File: src/rtl/mem_access_pkg.sv
// ---------------------------------------------------------------------------
// mem_access_pkg
// Shared types and constants for the MEM-stage memory access controller.
//   state_e   : controller FSM state encoding
//   DATA_W    : data bus width
//   ADDR_W    : address bus width
//   sat_inc32 : 32-bit increment that sticks at all-ones
// ---------------------------------------------------------------------------
package mem_access_pkg;

    localparam int DATA_W = 32;
    localparam int ADDR_W = 32;

    typedef enum logic [1:0] {
        IDLE   = 2'd0,
        ACCESS = 2'd1,
        DONE   = 2'd2
    } state_e;

    function automatic logic [31:0] sat_inc32(input logic [31:0] value);
        return (value == 32'hFFFF_FFFF) ? value : value + 32'd1;
    endfunction

endpackage

File: src/rtl/mem_wait_timer.sv
// ---------------------------------------------------------------------------
// mem_wait_timer
// Saturating up-counter that measures how long the controller has been
// waiting for a memory acknowledge.
//   clk_i    in   clock
//   rst_i    in   synchronous active-high reset
//   clear    in   force the count to zero (priority over enable)
//   enable   in   advance the count by one, sticking at TIMEOUT
//   expired  out  count has reached TIMEOUT
// ---------------------------------------------------------------------------
module mem_wait_timer #(
    parameter int TIMEOUT = 255
) (
    input  logic clk_i,
    input  logic rst_i,
    input  logic clear,
    input  logic enable,
    output logic expired
);

    localparam int CW = $clog2(TIMEOUT + 1);
    localparam logic [CW-1:0] LIMIT = CW'(TIMEOUT);

    logic [CW-1:0] count;

    // Counting stops at LIMIT, so the counter can never wrap back to zero.
    always_ff @(posedge clk_i) begin
        if (rst_i) begin
            count <= '0;
        end else if (clear) begin
            count <= '0;
        end else if (enable && (count != LIMIT)) begin
            count <= count + CW'(1);
        end
    end

    assign expired = (count == LIMIT);

endmodule

File: src/rtl/mem_access_ctrl.sv
// ---------------------------------------------------------------------------
// mem_access_ctrl
// MEM-stage sequencer for a variable-latency data memory. Turns the
// MemRead/MemWrite controls into a req/ack transaction, freezes the upstream
// pipeline while it is outstanding and hands the load data to MEM/WB.
//
//   state  | meaning
//   -------+-----------------------------------------------------------
//   IDLE   | no transaction; a memory op here stalls and latches request
//   ACCESS | request held to memory, waiting for ack or timeout
//   DONE   | transaction finished; pipeline advances this cycle
//
// Ports
//   clk_i, rst_i               clock, synchronous active-high reset
//   MemRead_i, MemWrite_i      MEM-stage controls from EX/MEM
//   Addr_i, WriteData_i        address and store data from EX/MEM
//   mem_req_o, mem_we_o        registered request and write flag to memory
//   mem_addr_o, mem_wdata_o    latched address and store data
//   mem_ack_i, mem_rdata_i     completion pulse and read data from memory
//   ReadData_o                 load data to MEM/WB
//   stall_o, memwb_en_o        pipeline freeze and MEM/WB enable
//   timeout_o                  sticky flag: a transaction was aborted
//   stall_cnt_o                saturating count of stalled cycles
// ---------------------------------------------------------------------------
module mem_access_ctrl
    import mem_access_pkg::*;
#(
    parameter int TIMEOUT = 255
) (
    input  logic              clk_i,
    input  logic              rst_i,
    input  logic              MemRead_i,
    input  logic              MemWrite_i,
    input  logic [ADDR_W-1:0] Addr_i,
    input  logic [DATA_W-1:0] WriteData_i,
    output logic              mem_req_o,
    output logic              mem_we_o,
    output logic [ADDR_W-1:0] mem_addr_o,
    output logic [DATA_W-1:0] mem_wdata_o,
    input  logic              mem_ack_i,
    input  logic [DATA_W-1:0] mem_rdata_i,
    output logic [DATA_W-1:0] ReadData_o,
    output logic              stall_o,
    output logic              memwb_en_o,
    output logic              timeout_o,
    output logic [31:0]       stall_cnt_o
);

    state_e state;
    logic   mem_op;
    logic   rw_both;
    logic   timer_clear;
    logic   timer_en;
    logic   timer_expired;

    assign mem_op     = MemRead_i | MemWrite_i;
    assign stall_o    = ((state == IDLE) && mem_op) || (state == ACCESS);
    assign memwb_en_o = ~stall_o;

    // The timer also counts the IDLE detect cycle, so during the k-th ACCESS
    // cycle it holds k. Checking expired in ACCESS therefore aborts at the end
    // of exactly TIMEOUT request cycles. Every non-stalled cycle (plain IDLE
    // and DONE) clears it, so each transaction starts from zero.
    assign timer_clear = ~stall_o;
    assign timer_en    = stall_o;

    mem_wait_timer #(
        .TIMEOUT (TIMEOUT)
    ) u_wait_timer (
        .clk_i   (clk_i),
        .rst_i   (rst_i),
        .clear   (timer_clear),
        .enable  (timer_en),
        .expired (timer_expired)
    );

    always_ff @(posedge clk_i) begin
        if (rst_i) begin
            state       <= IDLE;
            mem_req_o   <= 1'b0;
            mem_we_o    <= 1'b0;
            mem_addr_o  <= '0;
            mem_wdata_o <= '0;
            rw_both     <= 1'b0;
            ReadData_o  <= '0;
            timeout_o   <= 1'b0;
        end else begin
            case (state)
                IDLE: begin
                    if (mem_op) begin
                        mem_addr_o  <= Addr_i;
                        mem_wdata_o <= WriteData_i;
                        mem_we_o    <= MemWrite_i;
                        rw_both     <= MemRead_i & MemWrite_i;
                        mem_req_o   <= 1'b1;
                        state       <= ACCESS;
                    end
                end

                ACCESS: begin
                    if (mem_ack_i) begin
                        // A conflicting read+write runs as a write but must
                        // not leave stale load data for MEM/WB.
                        if (!mem_we_o) begin
                            ReadData_o <= mem_rdata_i;
                        end else if (rw_both) begin
                            ReadData_o <= '0;
                        end
                        mem_req_o <= 1'b0;
                        state     <= DONE;
                    end else if (timer_expired) begin
                        timeout_o  <= 1'b1;
                        ReadData_o <= '0;
                        mem_req_o  <= 1'b0;
                        state      <= DONE;
                    end
                end

                DONE: begin
                    // The next instruction is only evaluated once it sits in
                    // MEM, which is the following IDLE cycle.
                    state <= IDLE;
                end

                default: begin
                    mem_req_o <= 1'b0;
                    state     <= IDLE;
                end
            endcase
        end
    end

    always_ff @(posedge clk_i) begin
        if (rst_i) begin
            stall_cnt_o <= '0;
        end else if (stall_o) begin
            stall_cnt_o <= sat_inc32(stall_cnt_o);
        end
    end

endmodule

File: config.mk
export PLATFORM = sky130hd
export DESIGN_NAME = mem_access_ctrl
export DESIGN_NICKNAME = d
export VERILOG_FILES = /design/src/rtl/mem_access_pkg.sv /design/src/rtl/mem_wait_timer.sv /design/src/rtl/mem_access_ctrl.sv
export SDC_FILE = /design/constraint.sdc
export NUM_CORES = 1
export LEC_CHECK = 0
export BUFFER_PORTS_ARGS = -buffer_cell sky130_fd_sc_hd__clkbuf_2
export CAP_MARGIN = 10
export CORE_MARGIN = 2
export CORE_UTILIZATION = 40
export CTS_BUF_LIST = sky130_fd_sc_hd__clkbuf_8
export CTS_CLUSTER_DIAMETER = 120
export CTS_CLUSTER_SIZE = 40
export DETAILED_ROUTE_END_ITERATION = 10
export PLACE_DENSITY = 0.79
export RECOVER_POWER = 100
export SYNTH_ARGS = -nofsm -noshare
export SYNTH_HDL_FRONTEND = slang
export SYNTH_SLANG_ARGS = --single-unit
File: constraint.sdc
create_clock -name clk_i -period 4.2 [get_ports clk_i]
set_clock_uncertainty 0.1 [all_clocks]
set_input_delay 0.21 -clock clk_i [delete_from_list [all_inputs] [get_ports clk_i]]
set_output_delay 0.21 -clock clk_i [all_outputs]
set_load 0.02 [all_outputs]
# Yosys cells after proc, flatten, opt, wreduce, memory -nomap -nowiden
# Cells that the tools add are included.
[word_totals] ff_bits=142 latch_bits=0 ram_bits=0 rom_bits=0 output_inout_bits=133 wordCells=50 mem_count=0
[classes] n_addsub=2 mul=0 n_div=0 order_cmp=0 n_eq_ne=8 n_shift=0 n_mux=12 bitwise=6 n_reduce_logical=12
[op_table] op="32-bit two-way mux" n=4
[op_table] op="32-bit by 1-bit adder with 32-bit output, second input constant" n=1
[op_table] op="32-bit == test, second input constant" n=1
[op_table] op="3-bit AND reduction" n=3
[op_table] op="8-bit by 1-bit adder with 8-bit output, second input constant" n=1
[op_table] op="8-bit == test, second input constant" n=1
[op_table] op="8-bit != test, second input constant" n=1
[op_table] op="2-bit two-way mux" n=3
[op_table] op="2-bit AND reduction" n=3
[op_table] op="1-bit inverter" n=4
[op_table] op="2-bit case mux with 2 select lines" n=1
[op_table] op="1-bit two-way mux" n=3
[op_table] op="3-bit by 2-bit != test with 1-bit output, second input constant" n=1
[op_table] op="3-bit != test, second input constant" n=1
[op_table] op="1-bit case mux with 3 select lines" n=1
[op_table] op="2-bit by 1-bit == test with 1-bit output, second input constant" n=1
[op_table] op="2-bit == test, second input constant" n=1
[op_table] op="1-bit logical AND" n=2
[op_table] op="2-bit logical NOT" n=1
[op_table] op="2-bit != test, second input constant" n=1
[op_table] op="2-bit nonzero test" n=1
[op_table] op="2-bit OR reduction" n=1
[op_table] op="1-bit bitwise AND" n=1
[op_table] op="1-bit logical OR" n=1
[op_table] op="1-bit OR" n=1

# Longest topological paths before layout
# Gate-level depths: netlist of run 1.
[logic_depth] ltp_word=5 ltp_mapped=7 mapped_depth_nobuf=6

# By module
# A second synthesis of run 1 with hierarchy kept.
[hier_totals] cells_unflattened=701 area_unflattened_um2=5644.2
[by_module_without_submodules] module="mem_access_ctrl" n_inst=1 cells_per_inst=656 area_each_um2=5218.8 seq_area_each_um2=2682.6
[by_module_without_submodules] module="mem_wait_timer" n_inst=1 cells_per_inst=45 area_each_um2=425.4 seq_area_each_um2=160.2

# Worst setup path after synthesis of run 1
# Ideal clock, no wire load.
[synth_timing] path_type="flip-flop to flip-flop" from="register stall_cnt_o[10]" to="register stall_cnt_o[14]" setup_ps=123 t_arrival_ps=2101 required_time_ps=3977 setup_slack_ps=1876 stages_incl_launch_ff=8 path_cell_list="dfxtp_1 -> nand2_1 -> or4_1 -> buf_6 -> nor4_4 -> buf_6 -> nor4_2 -> mux2_1"
[synth_via] elab_chain_cells=3
[synth_lines] item="start, declared" line_no="mem_access_ctrl.sv:46" source="output logic [31:0] stall_cnt_o"
[synth_lines] item="start signal, assigned" line_no="mem_access_ctrl.sv:137" source="stall_cnt_o <= sat_inc32(stall_cnt_o);"
[synth_lines] item="parallel branches: the longest is 3 deep, another holds 32-bit by 1-bit adder with 32-bit output"
# Several ways; the timed one is not identified.
# A chain may end at the register's enable or synchronous reset.

# Worst setup path in the final report of run 1
[layout_timing] from="register stall_cnt_o[12]" to="register stall_cnt_o[14]"
# Same word-level chain as after synthesis.

==> impl_metrics.ini, run 1 <==
[clock_network]
cts_buffers = 17
clkSinkCount = 142
clk_pin_slew_ps = 80
cts_root_buffer = clkbuf_8
clock_latency_ps = 440
clock_path_buffers = 2
cts_resized = 0
cts_tree = built
cts_max_level = 4

[synth]
syn_inst = 614
synth_mux_area_share_pct = 0.579
async_flop_share_pct = 0
synth.area.top_cells = dfxtp_1, nand2_1, a21oi_1
synth_flop_cell = dfxtp_1
synth_fa_ha_area_share_pct = 0.463
ys_seq_area_share_pct = 52.6
yosys.area.top_type_share_pct = 52.6
synth_top_family_by_area = simple AND/OR/NAND/NOR gates
synth-compound-area-share_pct = 19.3
yosysWarnings = 0
yosys.area_share.simple_pct = 21.7
synthesis.nets = 717
synthXorXnorAreaFrac_pct = 1.78
yosysMostFrequentCell = nand2_1
synth_edf_count = 0
netlist_area_sq_um = 5410
synth.largest_area_cell = dfxtp_1
synth_cell_types = 44
synth_common_cells = nand2_1, dfxtp_1, a21oi_1
syn_area_per_cell_sq_um = 8.81
ys_ff_latch = 142

[run_status]
status = finished clean

[floorplanning]
die_area_sq_um = 14500
rows = 42
io_pins = 234
die_h_microns = 120
die_w_microns = 120
start_util_pct = 40.8
fp.coreArea_sq_um = 13200

[timing]
max_freq_mhz = 309
hold_violations = 0
slew_viol_final = 0
rsz0062_at_grt = no
period_share_pct = 77.1
setup_viol = 0
min_period_ps = 3240
fin_tns_setup_ps = 0
relSlewSlack_pct = 4.91
tightest_slew_ps = 1410

[drt]
drtIter0Drc = 441
vias_per_cell = 5.20
vias = 5833
first_pass_iters = 5
antenna_left = 0
drc_errors = 0
wl_per_cell_microns = 15.2
wl_mm = 17.0

[worst_setup_path]
critPathLaunchType = flop
worst-setup-path-type = reg2reg
cp_max_fo = 11
crit_path_end_kind = flop
worst_ep_required_time_ps = 4430
cp.arrival_ps = 3470

[layout]
area_growth_pct = 44.6
fin_area_sq_um = 7820
nets = 1035
n_antenna_cell = 0
drive_gt1_share_pct = 14.8
n_fill_cell = 1198

[power_and_ir_drop]
p_sw_share_pct = 29.6
p_int_mw = 2.08
seqPwrFrac_pct = 49.5
comb_power_share_pct = 15.9
p_sw_mw = 0.875
power_density_nw_per_um2 = 379
peakVddDrop_mv = 0.300
p_clk_share_pct = 34.6
p_leak_nw = 3.04

[grt]
grt.total_usage_pct = 23.4
grt_pass1_wl_mm = 27.0
grt_max_degree = 73
overflow = 0
grt_pass1_vias = 5633
antenna_found_initial = 0

[run]
cap_viol_max_count = 0

[place]
portBuffers = 233
dp_hpwl_mm = 10.3
gp_congestion = 0.784
placed_area_sq_um = 6680

[hold_path]
hold_path_class = in2reg
-- layout by cell type (no fill, tap or decap), drive strengths merged, types with 3 or more instances in the layout --
master / instances
and3: 3
nand4: 13
dfxtp: 142
clkinvlp: 3
a22o: 32
nor4: 6
nor2: 23
dlygate4sd3: 99
clkinv: 5
o21ai: 15
o31ai: 13
clkbuf: 251
inv: 12
a21oi: 92
buf: 5
nor3: 7
or4: 12
xor2: 9
or3: 15
nand3: 15
nand2: 148
-- kinds of logic (layout without fill, tap and decap cells) --
family / after synthesis / after routing
fa+ha+maj: 2 / 2
simple gates: 249 / 249
buf+inv: 45 / 376
mux: 3 / 3
flops: 142 / 142
compound gates: 162 / 162
xor+xnor: 11 / 11
-- final cells by class --
| type | instances | area [sq um] | area share [%] |
|---|---|---|---|
| timing repair buffer | 337 | 2030 | 25.9 |
| clock buffer | 18 | 248 | 3.17 |
| inverter | 7 | 26.3 | 0.336 |
| clock inverter | 14 | 119 | 1.52 |
| tap | 176 | 220 | 2.82 |
| multi-input combinational | 427 | 2330 | 29.9 |
| sequential | 142 | 2840 | 36.4 |
-- path summary, 6_finish.rpt --
path / slack (ps) / to / cells past startpoint / start
max: 960 / stall_cnt_o[14] / 5 / stall_cnt_o[12]
min: 40 / mem_we_o / 4 / MemRead_i
max reg2reg: 960 / stall_cnt_o[14] / 5 / stall_cnt_o[12]
min reg2reg: 360 / mem_wdata_o[31] / 2 / mem_wdata_o[31]
-- worst max-delay path, stage by stage (launching register included) --
cell     delay, ps
dfxtp_1        450
nand4_1        240
or4_1          700
nor4_1        1170
nor4_2         110
mux2_1         350
-- sequential cells by signal (all words and copies together), names as in the netlist --
register and flops:
state 2, stall_cnt_o 32, mem_wdata_o 32, mem_we_o 1
rw_both 1, u_wait_timer.count 8, mem_req_o 1, timeout_o 1
ReadData_o 32, mem_addr_o 32
-- repair_timing --
item	in CTS	in global routing
hold buffers	99	0
buffers inserted	0	0
endpoints found under the hold margin	99	0
-- power groups by stage --
stage | registers, mW | clock network (mW) | logic (mW)
after global routing | 1.47 | 1.11 | 0.511
after global placement | 1.49 | 0 | 0.402
after detailed placement | 1.49 | 0 | 0.408
final | 1.46 | 1.02 | 0.471
after CTS | 1.46 | 1.05 | 0.481
after floorplan | 1.57 | 0 | 0.161
-- per-stage QoR --
| stage | util [%] | instances | setup slack [ps] | hold slack (ps) | power (mW) |
|---|---|---|---|---|---|
| after floorplan | - | 614 | 1880 | 243 | 1.73 |
| after global placement | 50.4 | 989 | 1720 | 326 | 1.89 |
| after detailed placement | 50.4 | 989 | 1630 | 332 | 1.90 |
| after CTS | 60.7 | 1120 | 1590 | 4.13 | 2.99 |
| after global routing | 59.0 | 1121 | 703 | 15.0 | 3.09 |
| final | 59.0 | 1121 | 963 | 38.4 | 2.96 |
-- per-layer routing --
metal  vias to the layer above  wire length, microns  share of wire (%)  GRT usage [%]
met3                        68                  1210                7.1           7.31
met5                         -                     0                  0              0
li1                       2800                     -                  -              -
met4                         0                   881                5.2           14.2
met1                      2673                  6680                 39           26.1
met2                       292                  8240                 48           39.1
Power figures use the tool's default switching activity.
==> run 2, diff against run 1 <==
--- a/config.mk
+++ b/config.mk
@@ -13,7 +13,7 @@
 export CTS_CLUSTER_DIAMETER = 120
 export CTS_CLUSTER_SIZE = 40
 export DETAILED_ROUTE_END_ITERATION = 10
-export PLACE_DENSITY = 0.79
+export PLACE_DENSITY = 0.82
 export RECOVER_POWER = 100
 export SYNTH_ARGS = -nofsm -noshare
 export SYNTH_HDL_FRONTEND = slang
==> constraint.sdc (replaced) <==
create_clock -name clk_i -period 2.7 [get_ports clk_i]
set_clock_uncertainty 0.1 [all_clocks]
set_input_delay 0.135 -clock clk_i [delete_from_list [all_inputs] [get_ports clk_i]]
set_output_delay 0.135 -clock clk_i [all_outputs]
set_load 0.02 [all_outputs]
==> run 2 against run 1 <==
Against the previous run:
- the run now ends with max-capacitance violations, max-slew violations left
- flip-flop and latch count stayed put
- critical path type unchanged
- clock-buffer cell count rose by 1
- wire length is 3.7% higher
- global-route usage rose by 0.54 points
- fmax up 30%
- utilization is 0.80 points higher
==> impl_metrics.ini, run 2 (synthesized netlist as in run 1, its figures left out) <==
[drt]
m1WireLength_mm = 6.94
dr_wl_met2_mm = 8.62
vias_per_cell = 5.19
wl_mm = 17.6
first_pass_iters = 5
antenna_left = 0
met3WireLength_mm = 1.22
vias = 5851
drtIter0Drc = 365
wl_per_cell_microns = 15.7
drc_errors = 0
top_layer = met4

[worst_setup_path]
worst_ep_required_time_ps = 2930
critPathLaunchType = flop
cp_max_fo = 7
worst-setup-path-type = reg2reg
crit_path_end_kind = flop
cp.arrival_ps = 2720

[layout]
final_util_pct = 59.8
area_growth_pct = 46.5
n_antenna_cell = 0
n_fill_cell = 1164
final_common_cell = nand2_1
fin_area_sq_um = 7920
nets = 1043
drive_gt1_share_pct = 16.0
layout_common_cells = nand2_1, dfxtp_1, clkbuf_1

[run]
cap_viol_max_count = 1

[power_and_ir_drop]
power_density_nw_per_um2 = 581
p_leak_nw = 3.10
peakVddDrop_mv = 0.365

[hold_path]
hold_path_class = in2reg

[grt]
antenna_found_initial = 0
grt.total_usage_pct = 23.9
grt_max_degree = 65
grt_pass1_wl_mm = 27.4
grt_pass1_vias = 5634
overflow = 0

[timing]
tightest_slew_ps = 1570
hold_violations = 0
max_freq_mhz = 402
setup_ws_ps = 212
setup_viol = 0
period_share_pct = 92.1
min_period_ps = 2490
slew_viol_final = 39
fin_tns_setup_ps = 0
hold_ws_ps = 351
relSlewSlack_pct = -4.43
rsz0062_at_grt = no

[place]
dp_hpwl_mm = 10.5
gp_congestion = 0.802
placed_area_sq_um = 6740
place_ws_ps = 263
portBuffers = 233

[clock_network]
clock_path_buffers = 2
clk_pin_slew_ps = 70
cts_root_buffer = clkbuf_8
cts_max_level = 4
clock_latency_ps = 440
cts_buffers = 17
cts_tree = built
clkSinkCount = 142

[floorplanning]
die_h_microns = 120
fp.coreArea_sq_um = 13200
io_pins = 234
die_area_sq_um = 14500
die_w_microns = 120
rows = 42
start_util_pct = 40.8

[run_status]
status = complete, but fails checks
failed_checks = max-capacitance violations, max-slew violations
==> run 2: changes by cell type in the layout (fill, tap and decap cells not counted), moves of 2 or more <==
| cell | change |
|---|---|
| buf_4 | +4 |
| clkbuf_2 | +3 |
| clkbuf_1 | -2 |
| dlygate4sd3_1 | +2 |
| inv_6 | -2 |
| o31ai_1 | -2 |
==> run 2: critical path, stage by stage (launching register included) <==
cell,delay [ps]
dfxtp_1,470
nand4_1,220
or4_1,760
nor4_4,400
nor4_1,110
mux2_1,310
==> run 2: layer usage <==
metal	GRT usage [%]	up-vias
met2	40.1	265
met4	14.9	0
li1	-	2816
met5	0	-
met3	6.79	65
met1	26.9	2705
==> run 2: final timing paths <==
kind | endpoint | startpoint | cells after the start | slack [ps]
setup / recovery | stall_cnt_o[14] | stall_cnt_o[12] | 5 | 210
setup reg to reg | stall_cnt_o[14] | stall_cnt_o[12] | 5 | 210
hold / removal | ReadData_o[28] | mem_rdata_i[28] | 3 | 350
hold reg to reg | mem_addr_o[2] | mem_addr_o[2] | 2 | 360
==> run 2: through the flow <==
step                total power, mW  cells
floorplan                      2.70    614
global placement               2.95    995
detailed placement             2.97    995
CTS                            4.63   1126
global route                   4.78   1127
finish                         4.60   1127
==> run 2: final cells by class <==
type / count / area (sq um) / area share, %
Clock buffer: 19 / 262 / 3.30
Clock inverter: 11 / 96.3 / 1.22
Inverter: 7 / 26.3 / 0.332
Timing Repair Buffer: 345 / 2100 / 26.5
Sequential cell: 142 / 2840 / 35.9
Tap cell: 176 / 220 / 2.78
Multi-Input combinational cell: 427 / 2370 / 29.9
==> run 2: timing repair <==
| action | CTS | global route |
|---|---|---|
| hold buffers | 101 | 0 |
| endpoints found under the setup margin | 0 | 0 |
| hold endpoints to repair | 105 | 0 |
| resized for setup | 0 | 0 |
| setup buffers | 0 | 0 |
==> run 2: power by group <==
| group | leakage, nW | total, mW | internal (mW) | switching [mW] |
|---|---|---|---|---|
| logic | 1.75 | 0.750 | 0.296 | 0.454 |
| clock network | 0.182 | 1.57 | 0.761 | 0.809 |
| registers | 1.16 | 2.28 | 2.21 | 0.0763 |
| total | 3.10 | 4.60 | 3.26 | 1.34 |
